===== config.mk =====
export PLATFORM = sky130hd
export DESIGN_NAME = perf_counter_bank
export DESIGN_NICKNAME = d
export VERILOG_FILES = /design/src/rtl/perf_pkg.sv /design/src/rtl/perf_counter_slice.sv /design/src/rtl/perf_counter_bank.sv
export SDC_FILE = /design/constraint.sdc
export NUM_CORES = 2
export LEC_CHECK = 0
export ABC_AREA = 1
export CAP_MARGIN = 20
export CORE_MARGIN = 3
export CORE_UTILIZATION = 40
export CTS_CLUSTER_DIAMETER = 150
export DETAILED_ROUTE_END_ITERATION = 16
export GPL_ROUTABILITY_DRIVEN = 0
export PLACE_DENSITY = 0.58
export REMOVE_ABC_BUFFERS = 1
export SYNTH_ARGS = -nofsm -noshare
export SYNTH_HDL_FRONTEND = slang
export SYNTH_SLANG_ARGS = --single-unit

===== constraint.sdc =====
create_clock -name clk -period 1.87 [get_ports clk]
set_input_delay 0.374 -clock clk [delete_from_list [all_inputs] [get_ports clk]]
set_output_delay 0.374 -clock clk [all_outputs]
set_load 0.02 [all_outputs]

===== src/rtl/perf_pkg.sv =====
// rtl/perf_pkg.sv - shared event indices, entry type and sizing helper for the perf counter bank
package perf_pkg;

    localparam int EV_DCACHE_STALL = 0;
    localparam int EV_ICACHE_STALL = 1;
    localparam int EV_FLUSH        = 2;
    localparam int EV_DC_HIT       = 3;
    localparam int EV_DC_MISS      = 4;
    localparam int EV_IC_HIT       = 5;
    localparam int EV_IC_MISS      = 6;
    localparam int EV_BR_TOTAL     = 7;
    localparam int EV_JALR         = 8;
    localparam int EV_BTB_OK       = 9;
    localparam int EV_RAS_OK       = 10;
    localparam int EV_TOURN_OK     = 11;

    localparam int PKG_CNT_WIDTH = 32;

    typedef struct packed {
        logic [PKG_CNT_WIDTH-1:0] cnt;
        logic                     ovf;
    } perf_entry_t;

    // A single-channel bank still needs a 1-bit index port.
    function automatic int idx_width(input int n);
        return (n > 1) ? $clog2(n) : 1;
    endfunction

endpackage


===== src/rtl/perf_counter_slice.sv =====
// rtl/perf_counter_slice.sv - one live event counter with sticky overflow, wrap or clamp
module perf_counter_slice #(
    parameter int CNT_WIDTH = 32,
    parameter int INC_WIDTH = 2,
    parameter int SATURATE  = 0
) (
    input  logic                 clk,
    input  logic                 rst_n,
    input  logic [INC_WIDTH-1:0] inc,
    input  logic                 inc_ok,
    input  logic                 clear,
    output logic [CNT_WIDTH-1:0] cnt,
    output logic                 ovf
);

    logic [CNT_WIDTH-1:0] cnt_q, cnt_d;
    logic                 ovf_q, ovf_d;
    logic [CNT_WIDTH:0]   sum;

    always_comb begin
        sum   = {1'b0, cnt_q} + {{(CNT_WIDTH + 1 - INC_WIDTH){1'b0}}, inc};
        cnt_d = cnt_q;
        ovf_d = ovf_q;
        // clear wins over any increment presented in the same cycle
        if (clear) begin
            cnt_d = '0;
            ovf_d = 1'b0;
        end else if (inc_ok) begin
            if (sum[CNT_WIDTH]) begin
                ovf_d = 1'b1;
                cnt_d = (SATURATE != 0) ? {CNT_WIDTH{1'b1}} : sum[CNT_WIDTH-1:0];
            end else begin
                cnt_d = sum[CNT_WIDTH-1:0];
            end
        end
    end

    always_ff @(posedge clk or negedge rst_n) begin
        if (!rst_n) begin
            cnt_q <= '0;
            ovf_q <= 1'b0;
        end else begin
            cnt_q <= cnt_d;
            ovf_q <= ovf_d;
        end
    end

    assign cnt = cnt_q;
    assign ovf = ovf_q;

endmodule


===== src/rtl/perf_counter_bank.sv =====
// rtl/perf_counter_bank.sv - bank of gated event counters with atomic shadow snapshot and indexed readout
module perf_counter_bank
    import perf_pkg::*;
#(
    parameter  int NUM_EVENTS = 16,
    parameter  int CNT_WIDTH  = 32,
    parameter  int INC_WIDTH  = 2,
    parameter  int SATURATE   = 0,
    localparam int IDX_W      = idx_width(NUM_EVENTS)
) (
    input  logic                            clk,
    input  logic                            rst,
    input  logic [NUM_EVENTS*INC_WIDTH-1:0] event_inc,
    input  logic                            stall,
    input  logic [NUM_EVENTS-1:0]           gate_mask,
    input  logic                            cnt_en,
    input  logic                            clear,
    input  logic                            snap,
    input  logic                            rd_req,
    input  logic [IDX_W-1:0]                rd_idx,
    output logic                            rd_valid,
    output logic [CNT_WIDTH-1:0]            rd_data,
    output logic                            rd_ovf,
    output logic [NUM_EVENTS-1:0]           ovf_flags
);

    logic [NUM_EVENTS-1:0] inc_ok;
    logic [CNT_WIDTH-1:0]  live_cnt [NUM_EVENTS];
    logic [NUM_EVENTS-1:0] live_ovf;

    logic [CNT_WIDTH-1:0]  shd_cnt_q [NUM_EVENTS];
    logic [CNT_WIDTH-1:0]  shd_cnt_d [NUM_EVENTS];
    logic [NUM_EVENTS-1:0] shd_ovf_q, shd_ovf_d;

    logic                  rd_valid_q, rd_valid_d;
    logic [CNT_WIDTH-1:0]  rd_data_q, rd_data_d;
    logic                  rd_ovf_q, rd_ovf_d;
    logic                  idx_in_range;

    // Gated channels ignore events while the pipeline is stalled.
    assign inc_ok = {NUM_EVENTS{cnt_en}} & ~(gate_mask & {NUM_EVENTS{stall}});

    for (genvar i = 0; i < NUM_EVENTS; i++) begin : g_slice
        perf_counter_slice #(
            .CNT_WIDTH (CNT_WIDTH),
            .INC_WIDTH (INC_WIDTH),
            .SATURATE  (SATURATE)
        ) u_slice (
            .clk    (clk),
            .rst_n  (rst),
            .inc    (event_inc[i*INC_WIDTH +: INC_WIDTH]),
            .inc_ok (inc_ok[i]),
            .clear  (clear),
            .cnt    (live_cnt[i]),
            .ovf    (live_ovf[i])
        );
    end

    // Shadow takes the live registers as they stand before this edge's update.
    always_comb begin
        shd_cnt_d = shd_cnt_q;
        shd_ovf_d = shd_ovf_q;
        if (snap) begin
            shd_cnt_d = live_cnt;
            shd_ovf_d = live_ovf;
        end
    end

    assign idx_in_range = (32'(rd_idx) < 32'(NUM_EVENTS));

    always_comb begin
        rd_valid_d = rd_req;
        rd_data_d  = rd_data_q;
        rd_ovf_d   = rd_ovf_q;
        if (rd_req) begin
            if (idx_in_range) begin
                rd_data_d = shd_cnt_q[rd_idx];
                rd_ovf_d  = shd_ovf_q[rd_idx];
            end else begin
                rd_data_d = '0;
                rd_ovf_d  = 1'b0;
            end
        end
    end

    always_ff @(posedge clk or negedge rst) begin
        if (!rst) begin
            for (int i = 0; i < NUM_EVENTS; i++) begin
                shd_cnt_q[i] <= '0;
            end
            shd_ovf_q  <= '0;
            rd_valid_q <= 1'b0;
            rd_data_q  <= '0;
            rd_ovf_q   <= 1'b0;
        end else begin
            shd_cnt_q  <= shd_cnt_d;
            shd_ovf_q  <= shd_ovf_d;
            rd_valid_q <= rd_valid_d;
            rd_data_q  <= rd_data_d;
            rd_ovf_q   <= rd_ovf_d;
        end
    end

    assign rd_valid  = rd_valid_q;
    assign rd_data   = rd_data_q;
    assign rd_ovf    = rd_ovf_q;
    assign ovf_flags = live_ovf;

endmodule


==> metrics <==
Worst EP required 2500 ps; clock tree from TritonCTS built; Final Cycle Share 0.985; min-delay worst type input pin to async pin; crit-path cells ha_4, fa_2, nand2_2, nor2_2, nand3b_1, buf_4, nor2_4, nand3_1, nor2b_1, nor2_1; Worst Tran Pin Value 641 ps; Die Y 384 µm; clock share of power 0.455; Routed Wire Length 189 mm; number of nets with antenna violations after detailed routing 0; switching part of the total 0.258; share of synthesized registers carrying an async set or reset 1.00; proportion of synthesized chip area in sequential cells 0.478; Placed Instance Area 0.0634 mm²; Remaining Overflow, GRT 0; internal power 0.0411 W; number of flops mapped to enable cells by yosys 0; final instance area 0.0684 mm²; TritonCTS sink count 1090; pin count of the biggest net entering global routing 108; io pins 109; Worst Reg-to-Reg Cells 10; number of global-route vias before repair 49900; Post-DP HPWL 142 mm; achievable clock frequency 543 MHz; sum of negative setup slack 0 ps; Post-layout nets 8052; Die Footprint 0.147 mm²; DRC 0; area taken by multi-input logic gates 0.0265 mm²; initial standard-cell utilization of the core 0.406; width of the die 384 µm; synthesized netlist cell count 7531; combined global-route utilization of all metal layers 0.253; maximum number of buffers from clock root to sink 3; worst ir drop on vdd 0.000823 V; total clock buffers created by CTS 121; port bufs 108; initial antenna violation count 4; clock-pin slew on the worst setup and hold paths 60 ps; Initial DRT Pass Iterations 8; clock latency reported for the late side of the worst-skew pair 750 ps; DR vias/cell 5.26; end-of-flow core utilization 0.486; via count 52200; final-report setup violation count 0; footprint of the flip-flops and latches 0.0273 mm²; most frequent cell after synthesis sky130_fd_sc_hd__nand2_1; minimum clock period 1840 ps; class of the most critical setup path register to register; clk root buf sky130_fd_sc_hd__clkbuf_16; area growth from synthesis to layout 19.8%; Diodes inserted 0; floorplan row count 137; setup clock skew after layout 25.8 ps; number of filler instances in the final layout 13800; share of total power in sequential cells 0.447; post-synthesis cell type count 48; critical path endpoint category register; most used flip-flop cell after synthesis sky130_fd_sc_hd__dfrtp_1; max_slew headroom 0.568; proportion of layout cells with a drive suffix above 1 0.150; Crit path arrival time 2470 ps; core footprint 0.141 mm²; top post-synthesis cells by area sky130_fd_sc_hd__dfrtp_1 48%, sky130_fd_sc_hd__nand2_1 13%, sky130_fd_sc_hd__nor2_1 8.2%; wire length of the first global-routing pass 291 mm; critical path fanouts, max 4; Yosys Warn Count 0; Comb power frac 0.098; power per unit of standard cell area 810 mW/mm²; number of design-rule violations left by the first detailed-router iteration 4756; cell area after technology mapping 0.0571 mm²; count of max-cap constraint violations 0; master of the slowest instance on the critical path sky130_fd_sc_hd__fa_2; worst stage delay on the critical path 420 ps; top cell type by total area after synthesis sky130_fd_sc_hd__dfrtp_1; Final Hold Viols 0; Slew Limit Fails 0; ranking of synthesized cells by instance count 2033 x sky130_fd_sc_hd__nand2_1, 1245 x sky130_fd_sc_hd__nor2_1, 1090 x sky130_fd_sc_hd__dfrtp_1; fraction of post-synthesis cell area in the top cell type by area 0.478; switching power 0.0143 W; leak pwr 31.4 nW; H-tree depth 3; result of the run complete, no violations; synthesized area per cell 7.58 µm²; Avg WL per Cell 19.0 µm; number of synthesized register bits 1090; unrepaired setup endpoints after global routing true; Critical Path Source Type register
[power by group through the flow]
stage          logic [W]  clock network (W)  registers, W
6_report         0.00542             0.0252        0.0248
5_1_grt          0.00594             0.0266        0.0248
4_1_cts          0.00538             0.0257        0.0247
3_5_place_dp     0.00541                  0        0.0252
3_3_place_gp     0.00536                  0        0.0252
2_1_floorplan    0.00201                  0        0.0251
[layout by cell type, fill, tap and decap left out, drive strengths merged, types with 29 or more instances in the layout]
| cell | instances |
|---|---|
| a21oi | 594 |
| a31oi | 29 |
| buf | 501 |
| clkbuf | 183 |
| clkdlybuf4s15 | 31 |
| clkdlybuf4s50 | 50 |
| clkinv | 33 |
| dfrtp | 1090 |
| ha | 32 |
| inv | 643 |
| mux2 | 219 |
| nand2 | 2058 |
| nand3 | 758 |
| nand4 | 72 |
| nor2 | 1294 |
| nor3 | 119 |
| o21ai | 247 |
[registers in the layout (all words and copies together), names as in the netlist]
| signal | count |
|---|---|
| shd_cnt_q | 512 |
| rd_valid | 1 |
| g_slice.u_slice.cnt | 512 |
| shd_ovf_q | 16 |
| g_slice.u_slice.ovf | 16 |
| rd_ovf | 1 |
| rd_data | 32 |
[through the flow]
| stage | total power (W) | worst slack (ps) | instances | hold slack (ps) |
|---|---|---|---|---|
| after floorplan | 0.0271 | -3830 | 7229 | 78.4 |
| after global placement | 0.0305 | -585 | 9680 | 301 |
| after detailed placement | 0.0306 | -622 | 9680 | 299 |
| after CTS | 0.0558 | -1.24 | 9912 | 64.4 |
| after global routing | 0.0574 | -72.9 | 9926 | 121 |
| final | 0.0554 | 28.0 | 9926 | 134 |
[timing repair]
item	CTS	global route
resized for setup	149	195
cloned	1	1
hold buffers	2	0
endpoints found under the setup margin	65	236
endpoints found under the hold margin	457	0
pin swaps	5	45
buffers inserted	1	15
[worst paths after layout]
kind,start,end,slack (ps)
worst max-delay path,g_slice[15].u_slice.cnt[0]$_DFFE_PN0P_,g_slice[15].u_slice.cnt[24]$_DFFE_PN0P_,30
worst min-delay path,rst,g_slice[13].u_slice.cnt[31]$_DFFE_PN0P_,130
worst max register to register,g_slice[15].u_slice.cnt[0]$_DFFE_PN0P_,g_slice[15].u_slice.cnt[24]$_DFFE_PN0P_,30
worst min register to register,rd_data[8]$_DFFE_PN0P_,rd_data[8]$_DFFE_PN0P_,480
max in group asynchronous,rst,g_slice[11].u_slice.cnt[0]$_DFFE_PN0P_,810
min in group clk,clear,g_slice[11].u_slice.ovf$_DFFE_PN0P_,190
[metal layers]
layer  vias to the layer above  GRT usage  share of wire
met2                      1584      0.391           0.44
met4                         4     0.0748          0.027
li1                      25100          -              -
met1                     25300      0.366           0.46
met3                       249     0.0396          0.066
met5                         -          0        0.00012
[critical path, delay by kind of cell, from the launching register on]
family,cells,cell delay (ps)
and+or+nand+nor,7,570
adders and majority gates,2,600
buffers and inverters,1,150
DFF,1,410
[kinds of logic after synthesis]
logic type	count (synthesis)	share of synthesized area
muxes	219	0.0432
and+or+nand+nor	4336	0.317
DFF	1090	0.478
AOI/OAI and AO/OA	885	0.0790
buffers and inverters	945	0.0694
adders and majority gates	48	0.0126
xor gates and xnor gates	8	0.00123
[layout make-up]
cell class	count	share of cell area
multi-input combinational	5498	0.388
sequential	1090	0.399
tap	1876	0.0343
timing repair buffer	591	0.0813
clock inverter	46	0.00752
inverter	643	0.0356
clock buffer	182	0.0540
No activity file was read; power rests on OpenSTA's default activity.
